--- config.mk ---
export PLATFORM = sky130hd
export DESIGN_NAME = pico_regfile
export DESIGN_NICKNAME = d
export VERILOG_FILES = /design/src/rtl/pico_regfile.sv
export SDC_FILE = /design/constraint.sdc
export NUM_CORES = 1
export LEC_CHECK = 0
export CAP_MARGIN = 20
export CORE_MARGIN = 3
export CORE_UTILIZATION = 35
export CTS_BUF_LIST = sky130_fd_sc_hd__clkbuf_4
export CTS_CLUSTER_DIAMETER = 60
export DETAILED_ROUTE_END_ITERATION = 7
export PLACE_DENSITY = 0.56
export SLEW_MARGIN = 20
export SYNTH_ARGS = -nofsm -noshare
export SYNTH_HDL_FRONTEND = slang
export SYNTH_SLANG_ARGS = --single-unit
--- constraint.sdc ---
create_clock -name clk -period 2.25 [get_ports clk]
set_input_delay 0.45 -clock clk [delete_from_list [all_inputs] [get_ports clk]]
set_output_delay 0.45 -clock clk [all_outputs]
set_load 0.01 [all_outputs]
--- src/rtl/pico_regfile.sv ---
// ---------------------------------------------------------------------------
// pico_regfile -- picoMIPS general-purpose register file.
//
// NREGS x WIDTH registers with one synchronous write port and two
// registered read ports. gpr[0] is hardwired to zero. The register file
// feeds the ALU operand paths and is written back from the ALU/immediate
// result.
//
// Build option:
//   REGS_BYPASS_EN  when defined, a same-edge write to the register addressed
//                   by a read port is forwarded to that port's output.
//                   When undefined, the read returns the pre-write contents.
//
// Ports:
//   clk      rising-edge clock
//   reset    asynchronous reset, active-low (0 = reset asserted)
//   w        write enable
//   waddr    write address
//   wdata    write data
//   raddr1   read address, port 1
//   raddr2   read address, port 2
//   data1_q  registered read data, port 1 (1-cycle latency)
//   data2_q  registered read data, port 2 (1-cycle latency)
// ---------------------------------------------------------------------------
module pico_regfile #(
    parameter int WIDTH = 8,
    parameter int NREGS = 8,
    parameter int AW    = $clog2(NREGS)
) (
    input  logic             clk,
    input  logic             reset,
    input  logic             w,
    input  logic [AW-1:0]    waddr,
    input  logic [WIDTH-1:0] wdata,
    input  logic [AW-1:0]    raddr1,
    input  logic [AW-1:0]    raddr2,
    output logic [WIDTH-1:0] data1_q,
    output logic [WIDTH-1:0] data2_q
);

    logic [WIDTH-1:0] gpr [NREGS];

    logic             wr_en;
    logic [WIDTH-1:0] rd1;
    logic [WIDTH-1:0] rd2;

    // Address 0 is never written, so gpr[0] holds its reset value of zero.
    assign wr_en = w && (waddr != '0);

    // Read mux: address 0 returns zero explicitly, optional forwarding of
    // the write data when the same non-zero register is written this edge.
    always_comb begin
        rd1 = (raddr1 == '0) ? '0 : gpr[raddr1];
        rd2 = (raddr2 == '0) ? '0 : gpr[raddr2];
`ifdef REGS_BYPASS_EN
        if (wr_en && (waddr == raddr1)) rd1 = wdata;
        if (wr_en && (waddr == raddr2)) rd2 = wdata;
`endif
    end

    always_ff @(posedge clk or negedge reset) begin
        if (!reset) begin
            gpr <= '{default: '0};
        end else if (wr_en) begin
            gpr[waddr] <= wdata;
        end
    end

    always_ff @(posedge clk or negedge reset) begin
        if (!reset) begin
            data1_q <= '0;
            data2_q <= '0;
        end else begin
            data1_q <= rd1;
            data2_q <= rd2;
        end
    end

endmodule

# Word level (Yosys, flattened, before mapping)
# Index checks and enable logic that the tools add are counted.
dict set report classes {
  order_cmp 4
  muxes 11
  bitwise 3
  reduce_logical 5
}
# operator count
set op_table {}
lappend op_table {{bitwise mux 64 bit} 1}
lappend op_table {{two-way mux 8 bit} 7}
lappend op_table {{binary-select mux 8 bit (select 3 bit)} 2}
lappend op_table {{demux 8 bit (select 3 bit)} 1}
lappend op_table {{greater-or-equal comparator 4 bit (second input constant)} 3}
lappend op_table {{inverter 3 -> 4 bit} 3}
lappend op_table {{logical NOT 3 bit} 2}
lappend op_table {{< comparator 4 x 1 -> 1 bit (second input constant)} 1}
lappend op_table {{nonzero test 3 bit} 1}
lappend op_table {{logical AND 1 bit} 2}
dict set report totals {
  ff_bits 80
  in_bits 20
}

# Logic depth before layout (Yosys ltp)
# Gate-level depths: netlist (run 1).
dict set report depth {
  ltp_word 6
  mapped_depth 6
  ltp_nobuf 3
}

# Least setup slack after synthesis (run 1)
# Ideal clock, no wire load.
dict set report synth_timing {
  path_type {input-to-reg}
  start {input waddr[0]}
  end {register gpr[24] in the netlist's numbering}
  arrival_ps 1352
  path_slack_ps 773
  stages 4
  cell_sequence {buf_4 > nor4bb_4 > buf_6 > mux2_2}
}
dict set report synth_via {
  elab_chain_len 6
}
# item line
set synth_lines {}
lappend synth_lines {{start, declared} 33} ;# input logic [AW-1:0] waddr,
lappend synth_lines {{inverter 3 -> 4 bit (implied by the code)} 65} ;# gpr[waddr] <= wdata;
lappend synth_lines {{greater-or-equal comparator 4 bit (implied by the code) or < comparator 4 x 1 -> 1 bit (tied branches)} 65}
lappend synth_lines {{logical AND 1 bit (implied by the code)} 65}
lappend synth_lines {{two-way mux 8 bit (implied by the code)} 65}
lappend synth_lines {{demux 8 bit (select 3 bit)} 65}
lappend synth_lines {{bitwise mux 64 bit} 65}
lappend synth_lines {{end signal, assigned by index} 65}
lappend synth_lines {{end, declared} 41} ;# logic [WIDTH-1:0] gpr [NREGS];
# Parallel ways exist; a longest one is shown, timed or not.
# A chain may end at the register's enable or synchronous reset.

# Final worst setup path (run 1)
dict set report layout_timing {
  start {register data1_q[6]}
  end {output data1_q[6]}
}
# item line
set layout_rtl {}
lappend layout_rtl {{start, declared} 37} ;# output logic [WIDTH-1:0] data1_q,
lappend layout_rtl {{start signal, assigned} 74} ;# data1_q <= rd1;
# No word-level cell between the ends.

==> flow_summary_export.csv, run 1 <==
group,metric,value,unit
placed_design,dpl-instance-area,0.004205,mm²
global_route,overflow,0,
global_route,first_global_vias,2376,
floorplanning,start_util,0.3640,
sta,slew_headroom,0.7299,
drt,viasPerCell,5.243,
cts,cts_made_buffers,9,
sta,rsz0062_at_grt,"false",
sta,holdWs,0.04274,ns
worst_setup_path,worst_path_dominant_cell_family,"buffers and inverters",
worst_hold_path,hold_class,"in -> async",
worst_setup_path,worstPathMaxFanout,1,
pwr,intPower,2.422,mW
sta,setup_viol,0,
synth,synth_commonest_cells,"88 x mux2_2, 72 x dfrtp_1, 20 x a221oi_1",
cts,clkTransAtPathRegs,0.12,ns
drt,wire_per_inst,18.98,µm
floorplanning,num_rows,36,
synth,post_synth_num_cell_types,28,
pwr,power.share.clock,0.240,
sta,final.period_utilization,0.7824,
finish,final_layout_size_suffix_gt1_frac,0.4487,
worst_setup_path,path_class,"reg -> out",
placed_design,gp_congestion,0.7871,
worst_setup_path,worstPathRequired,1.80,ns
drt,wirelength,8447,µm
worst_setup_path,cpMaxStageDelayCell,"clkdlybuf4s50_1",
cts,ctsHtreeMaxLevel,3,
pwr,power.leakage,1.842,nW
global_route,grt_pass1_wl,13240,µm
synth,yosysWarningCount,0,
synth,synth_edf_count,0,
pwr,p_comb_frac,0.246,
sta,layout_setup_ws,0.4895,ns
synth,synth_area_per_cell,14.14,µm²
drt,drt_iter0_drc,81,
cts,cts-resized-gates,0,
worst_setup_path,cp_num_buf_inv,1,
run_status,status,"completed",
worst_setup_path,r2r_cells,3,
global_route,antenna_found_initial,0,
cts,post_cts_buffers,0,
floorplanning,die_w,107.3,µm
synth,synth.cell_area,0.003591,mm²
global_route,track_usage,0.1553,
finish,design_area,0.004345,mm²
worst_setup_path,crit_chain,"clkdlybuf4s50_1",
sta,fin_skew,0.01798,ns
synth,syn-num-nets,274,
synth,syn_inst,254,
finish,nNetsFinal,327,
cts,cts-root-buf,"clkbuf_4",
floorplanning,dieArea,0.01151,mm²
pwr,seq_power_share,0.514,
pwr,irDropWorstVdd,0.3890,mV
cts,holdBufCountCts,0,
job,cap_violations,0,
worst_setup_path,cp.arrival,1.31,ns
worst_setup_path,start_kind,"register",
sta,tightest_slew,0.4039,ns
synth,ys_ff_latch,72,
placed_design,dpl.hpwl,5667,µm
pwr,power_switching,0.9709,mW
sta,post-route-min-period,1.760,ns
worst_setup_path,slowest_delay,0.53,ns
cts,clk_path_buf_depth,2,
pwr,powerDensity,780.8,mW/mm²
worst_setup_path,crit_cells,1,
drt,dr.pass1.iters,4,
cts,cts.sinks,72,
cts,tritoncts,"done",
floorplanning,fp.dieH,107.3,µm
drt,drc,0,
placed_design,place_ws,0.1450,ns
drt,via_count,2333,
sta,hold_viol_final,0,
synth,yosys.cell_count.top_type,"mux2_2",
synth,synth_sequential_area_ratio,0.5017,
pwr,switching_share,0.2861,
synth,synth.largest_area_cell,"dfrtp_1",
synth,synth_area_leaders,"dfrtp_1 50%, mux2_2 28%, a221oi_1 4.9%",
placed_design,port_buffers,35,
synth,synth_top_area_frac,0.5017,
drt,ant_nets,0,
sta,drv_slew,0,
floorplanning,io-pin-count,36,
cts,clk_latency,0.42,ns
global_route,grt_max_degree,73,
sta,finalSetupTns,0,ns
finish,area_growth,21.01,%
synth,ys.flop_type,"dfrtp_1",
floorplanning,core_area,0.009864,mm²
worst_setup_path,cp-end-kind,"output pin",
finish,antenna_cells,0,
sta,clock.fmax,568.0,MHz
synth,async_flop_share,1.000,
-- registers in the layout, indices dropped and copies added, names as in the netlist --
signal	count
gpr	56
data2_q	8
data1_q	8
-- worst paths after layout --
check                                startpoint              endpoint  slack, ns
hold / removal                            reset   gpr[29]$_DFFE_PN0P_       0.04
setup / recovery           data1_q[6]$_DFF_PN0_            data1_q[6]       0.49
min in group clk            gpr[23]$_DFFE_PN0P_   gpr[23]$_DFFE_PN0P_       0.54
max in group asynchronous                 reset   gpr[51]$_DFFE_PN0P_       1.91
hold reg to reg             gpr[23]$_DFFE_PN0P_   gpr[23]$_DFFE_PN0P_       0.54
setup reg to reg            gpr[37]$_DFFE_PN0P_  data1_q[5]$_DFF_PN0_       1.03
-- layout make-up --
| cell class | instances | area [µm²] |
|---|---|---|
| clock buffers | 9 | 67.56 |
| well taps | 133 | 166.4 |
| multi-input cells | 161 | 1614 |
| flip-flops and latches | 72 | 1802 |
| repair buffers | 61 | 615.6 |
| inverters | 2 | 7.507 |
| fillers | 900 | 5519 |
| clock inverters | 7 | 72.57 |
-- power groups by stage --
stage / combinational (mW) / clock, mW / sequential, mW
after global placement: 0.826 / 0 / 1.76
after floorplan: 0.538 / 0 / 1.74
after CTS: 0.848 / 0.852 / 1.74
final: 0.836 / 0.815 / 1.74
after detailed placement: 0.845 / 0 / 1.77
after global routing: 0.912 / 0.891 / 1.78
-- cells by family after synthesis --
| kind of cell | synth area share |
|---|---|
| buffers and inverters | 0.04878 |
| AND/OR/NAND/NOR | 0.05331 |
| multiplexers | 0.3206 |
| AO/OA/AOI/OAI | 0.07561 |
| flip-flops | 0.5017 |
-- per-stage QoR --
step	instances	total power, mW	utilization
floorplan	254	2.279	-
global placement	429	2.586	0.4263
detailed placement	429	2.615	0.4263
CTS	445	3.442	0.4405
global route	445	3.588	0.4405
finish	445	3.393	0.4405
-- metal layers --
metal  wire length, µm  global-route usage  vias to the layer above
met5                 0                   0                        -
met4               237             0.06393                        0
met3               296             0.03359                       21
met2              4009              0.2516                       52
met1              3903              0.2015                     1184
li1                  -                   -                     1076
-- layout by cell type (no fill, tap or decap), drive strengths merged --
cell type	count
clkinv	4
a22o	1
bufinv	1
a21oi	2
nand2	4
mux2	88
inv	2
nand2b	1
nor3	1
nor2	7
and2	1
dfrtp	72
and4bb	1
nand4	1
nor4bb	1
nor2b	1
a221oi	21
clkdlybuf4s50	34
buf	27
clkinvlp	2
nand4b	3
o22ai	8
clkbuf	9
and2b	2
a31oi	2
mux2i	16
No activity file was read; power rests on OpenSTA's default activity.
==> run 2: changes to the inputs <==
--- a/config.mk
+++ b/config.mk
@@ -11,7 +11,7 @@
 export CTS_BUF_LIST = sky130_fd_sc_hd__clkbuf_4
 export CTS_CLUSTER_DIAMETER = 60
 export DETAILED_ROUTE_END_ITERATION = 7
-export PLACE_DENSITY = 0.56
+export PLACE_DENSITY = 0.58
 export SLEW_MARGIN = 20
 export SYNTH_ARGS = -nofsm -noshare
 export SYNTH_HDL_FRONTEND = slang
==> constraint.sdc (replaced) <==
create_clock -name clk -period 1.45 [get_ports clk]
set_input_delay 0.29 -clock clk [delete_from_list [all_inputs] [get_ports clk]]
set_output_delay 0.29 -clock clk [all_outputs]
set_load 0.01 [all_outputs]
==> run 2 against run 1 <==
Compared with the run above: worst setup slack worse by 0.45 ns; wire length is the same; worst hold slack improved by 0.37 ns; count of clock-buffer cells in the layout is 3 higher; combinational power is 52% higher; critical path depth rose by 3; clock skew down 0.012 ns; sequential power increased by 55%; register-to-register slack worse by 0.77 ns; clock power rose by 55%; highest routed layer unchanged.
==> flow_summary_export.csv, run 2 (synthesis results as in run 1) <==
group,metric,value,unit
run_status,status,"completed",
cts,ctsHtreeMaxLevel,3,
worst_setup_path,reg2reg_to,"data1_q[5]$_DFF_PN0_",
job,cap_violations,0,
cts,tritoncts,"done",
global_route,grt.busiest_layer,"met2",
drt,viasPerCell,5.242,
worst_setup_path,r2r_cells,3,
drt,dr.pass1.iters,4,
finish,final_cell_mix,"88 x mux2_2, 72 x dfrtp_1, 25 x buf_4",
placed_design,place_ws,-0.4081,ns
worst_setup_path,r2r_start,"gpr[45]$_DFFE_PN0P_",
placed_design,dpl-instance-area,0.004323,mm²
placed_design,gp_congestion,0.8104,
floorplanning,dieArea,0.01151,mm²
finish,final_layout_size_suffix_gt1_frac,0.4565,
global_route,grt_pass1_wl,13170,µm
global_route,overflow,0,
drt,via_count,2385,
finish,nNetsFinal,337,
worst_setup_path,worstPathRequired,1.76,ns
cts,clk_latency,0.41,ns
drt,drc,0,
pwr,finalPower,5.236,mW
global_route,first_global_vias,2477,
sta,post-route-min-period,1.413,ns
floorplanning,num_rows,36,
drt,ant_nets,0,
finish,design_area,0.004448,mm²
floorplanning,fp.dieH,107.3,µm
global_route,met3_usage,0.02879,
finish,layout_commonest_cell,"mux2_2",
sta,fin_skew,0.006427,ns
floorplanning,core_area,0.009864,mm²
sta,drv_slew,0,
finish,regMostFlops,"gpr",
cts,clkTransAtPathRegs,0.11,ns
pwr,irDropWorstVdd,0.5726,mV
sta,hold_viol_final,0,
floorplanning,start_util,0.3640,
global_route,grt_use_met1,0.2012,
pwr,power.leakage,1.942,nW
pwr,powerDensity,1177,mW/mm²
placed_design,dpl.hpwl,5804,µm
sta,holdWs,0.4150,ns
cts,cts-root-buf,"clkbuf_4",
sta,slew_headroom,0.7394,
global_route,track_usage,0.1526,
sta,final.period_utilization,0.9742,
worst_hold_path,hold_class,"in -> async",
sta,tightest_slew,0.3909,ns
worst_setup_path,cp-end-kind,"register",
finish,reg_top3,"gpr x56, data1_q x8, data2_q x8",
finish,nFillCells,882,
drt,wire_per_inst,18.56,µm
worst_setup_path,path_class,"in -> reg",
worst_setup_path,start_kind,"input pin",
finish,largest_register_ff_count,56,
cts,cts_made_buffers,9,
placed_design,port_buffers,35,
finish,final_core_utilization,0.4509,
floorplanning,io-pin-count,36,
sta,layout_setup_ws,0.03738,ns
cts,cts.sinks,72,
worst_setup_path,worstPathMaxFanout,8,
worst_setup_path,cp.arrival,1.72,ns
sta,clock.fmax,707.9,MHz
sta,rsz0062_at_grt,"false",
global_route,grt_max_degree,73,
drt,drt_iter0_drc,130,
floorplanning,die_w,107.3,µm
drt,wirelength,8447,µm
global_route,met2_usage,0.2489,
finish,area_growth,23.87,%
worst_setup_path,rrSetupSlack,0.26,ns
global_route,antenna_found_initial,0,
finish,antenna_cells,0,
sta,setup_viol,0,
cts,clk_path_buf_depth,2,
run 2: changes by cell type in the layout (fill, tap and decap cells not counted):
cell,change
buf_12,+4
clkinvlp_4,-1
clkdlybuf4s50_1,-16
clkinv_1,+2
clkbuf_4,+3
clkinv_2,-2
clkinv_4,-2
dlygate4sd3_1,+1
dlygate4sd2_1,+16
buf_4,+5
run 2: area by class of cell:
| cell class | count | area (µm²) | share of cell area |
|---|---|---|---|
| flip-flops and latches | 72 | 1802 | 0.4051 |
| multi-input cells | 161 | 1614 | 0.3629 |
| inverters | 2 | 7.507 | 0.001688 |
| well taps | 133 | 166.4 | 0.03741 |
| clock buffers | 12 | 90.09 | 0.02025 |
| repair buffers | 71 | 723.2 | 0.1626 |
| clock inverters | 4 | 45.04 | 0.01013 |
run 2: per-layer routing:
metal	up-vias	routed length, µm	part of all wire
met5	-	0	0
met4	0	157	0.019
met3	18	291	0.034
met2	61	4089	0.48
met1	1213	3908	0.46
li1	1093	-	-
run 2: repair_timing:
action | in CTS | in global routing
endpoints found under the setup margin | 16 | 0
gates resized for setup | 16 | 0
setup buffers | 0 | 0
hold buffers | 1 | 0
hold endpoints to repair | 72 | 0
run 2: per-stage QoR:
step                      std cells  setup TNS [ns]
after floorplan                 254               0
after global placement          438          -23.22
after detailed placement        438          -24.40
after CTS                       455               0
after global routing            455               0
final                           455               0
run 2: power by group:
group	total (mW)	switching, mW	internal (mW)
Combinational	1.27	0.499	0.772
Clock	1.26	0.688	0.575
Sequential	2.70	0.273	2.43
Total	5.24	1.46	3.78
run 2: worst max-delay path by stage:
stage	startpoint	endpoint	slack (ns)	cells after the start
after floorplan	waddr[0]	gpr[24]$_DFFE_PN0P_	0.13	4
after global placement	waddr[0]	gpr[24]$_DFFE_PN0P_	-0.38	4
after detailed placement	waddr[0]	gpr[25]$_DFFE_PN0P_	-0.41	4
after CTS	data2_q[6]$_DFF_PN0_	data2_q[6]	0.006	1
after global routing	waddr[0]	gpr[28]$_DFFE_PN0P_	0.0008	4
final	waddr[0]	gpr[25]$_DFFE_PN0P_	0.04	4
run 2: worst max-delay path: stages:
cell             delay [ns]
clkdlybuf4s50_1        0.53
nor4bb_4               0.37
buf_12                 0.18
mux2_2                 0.34
==> run 3: changes to the inputs <==
--- a/config.mk
+++ b/config.mk
@@ -12,7 +12,7 @@
 export CTS_CLUSTER_DIAMETER = 60
 export DETAILED_ROUTE_END_ITERATION = 7
 export PLACE_DENSITY = 0.58
-export SLEW_MARGIN = 20
+export SLEW_MARGIN = 10
 export SYNTH_ARGS = -nofsm -noshare
 export SYNTH_HDL_FRONTEND = slang
 export SYNTH_SLANG_ARGS = --single-unit
==> results of run 3 <==
Same layout as run 2: the final DEF is identical, and so are final timing and power.
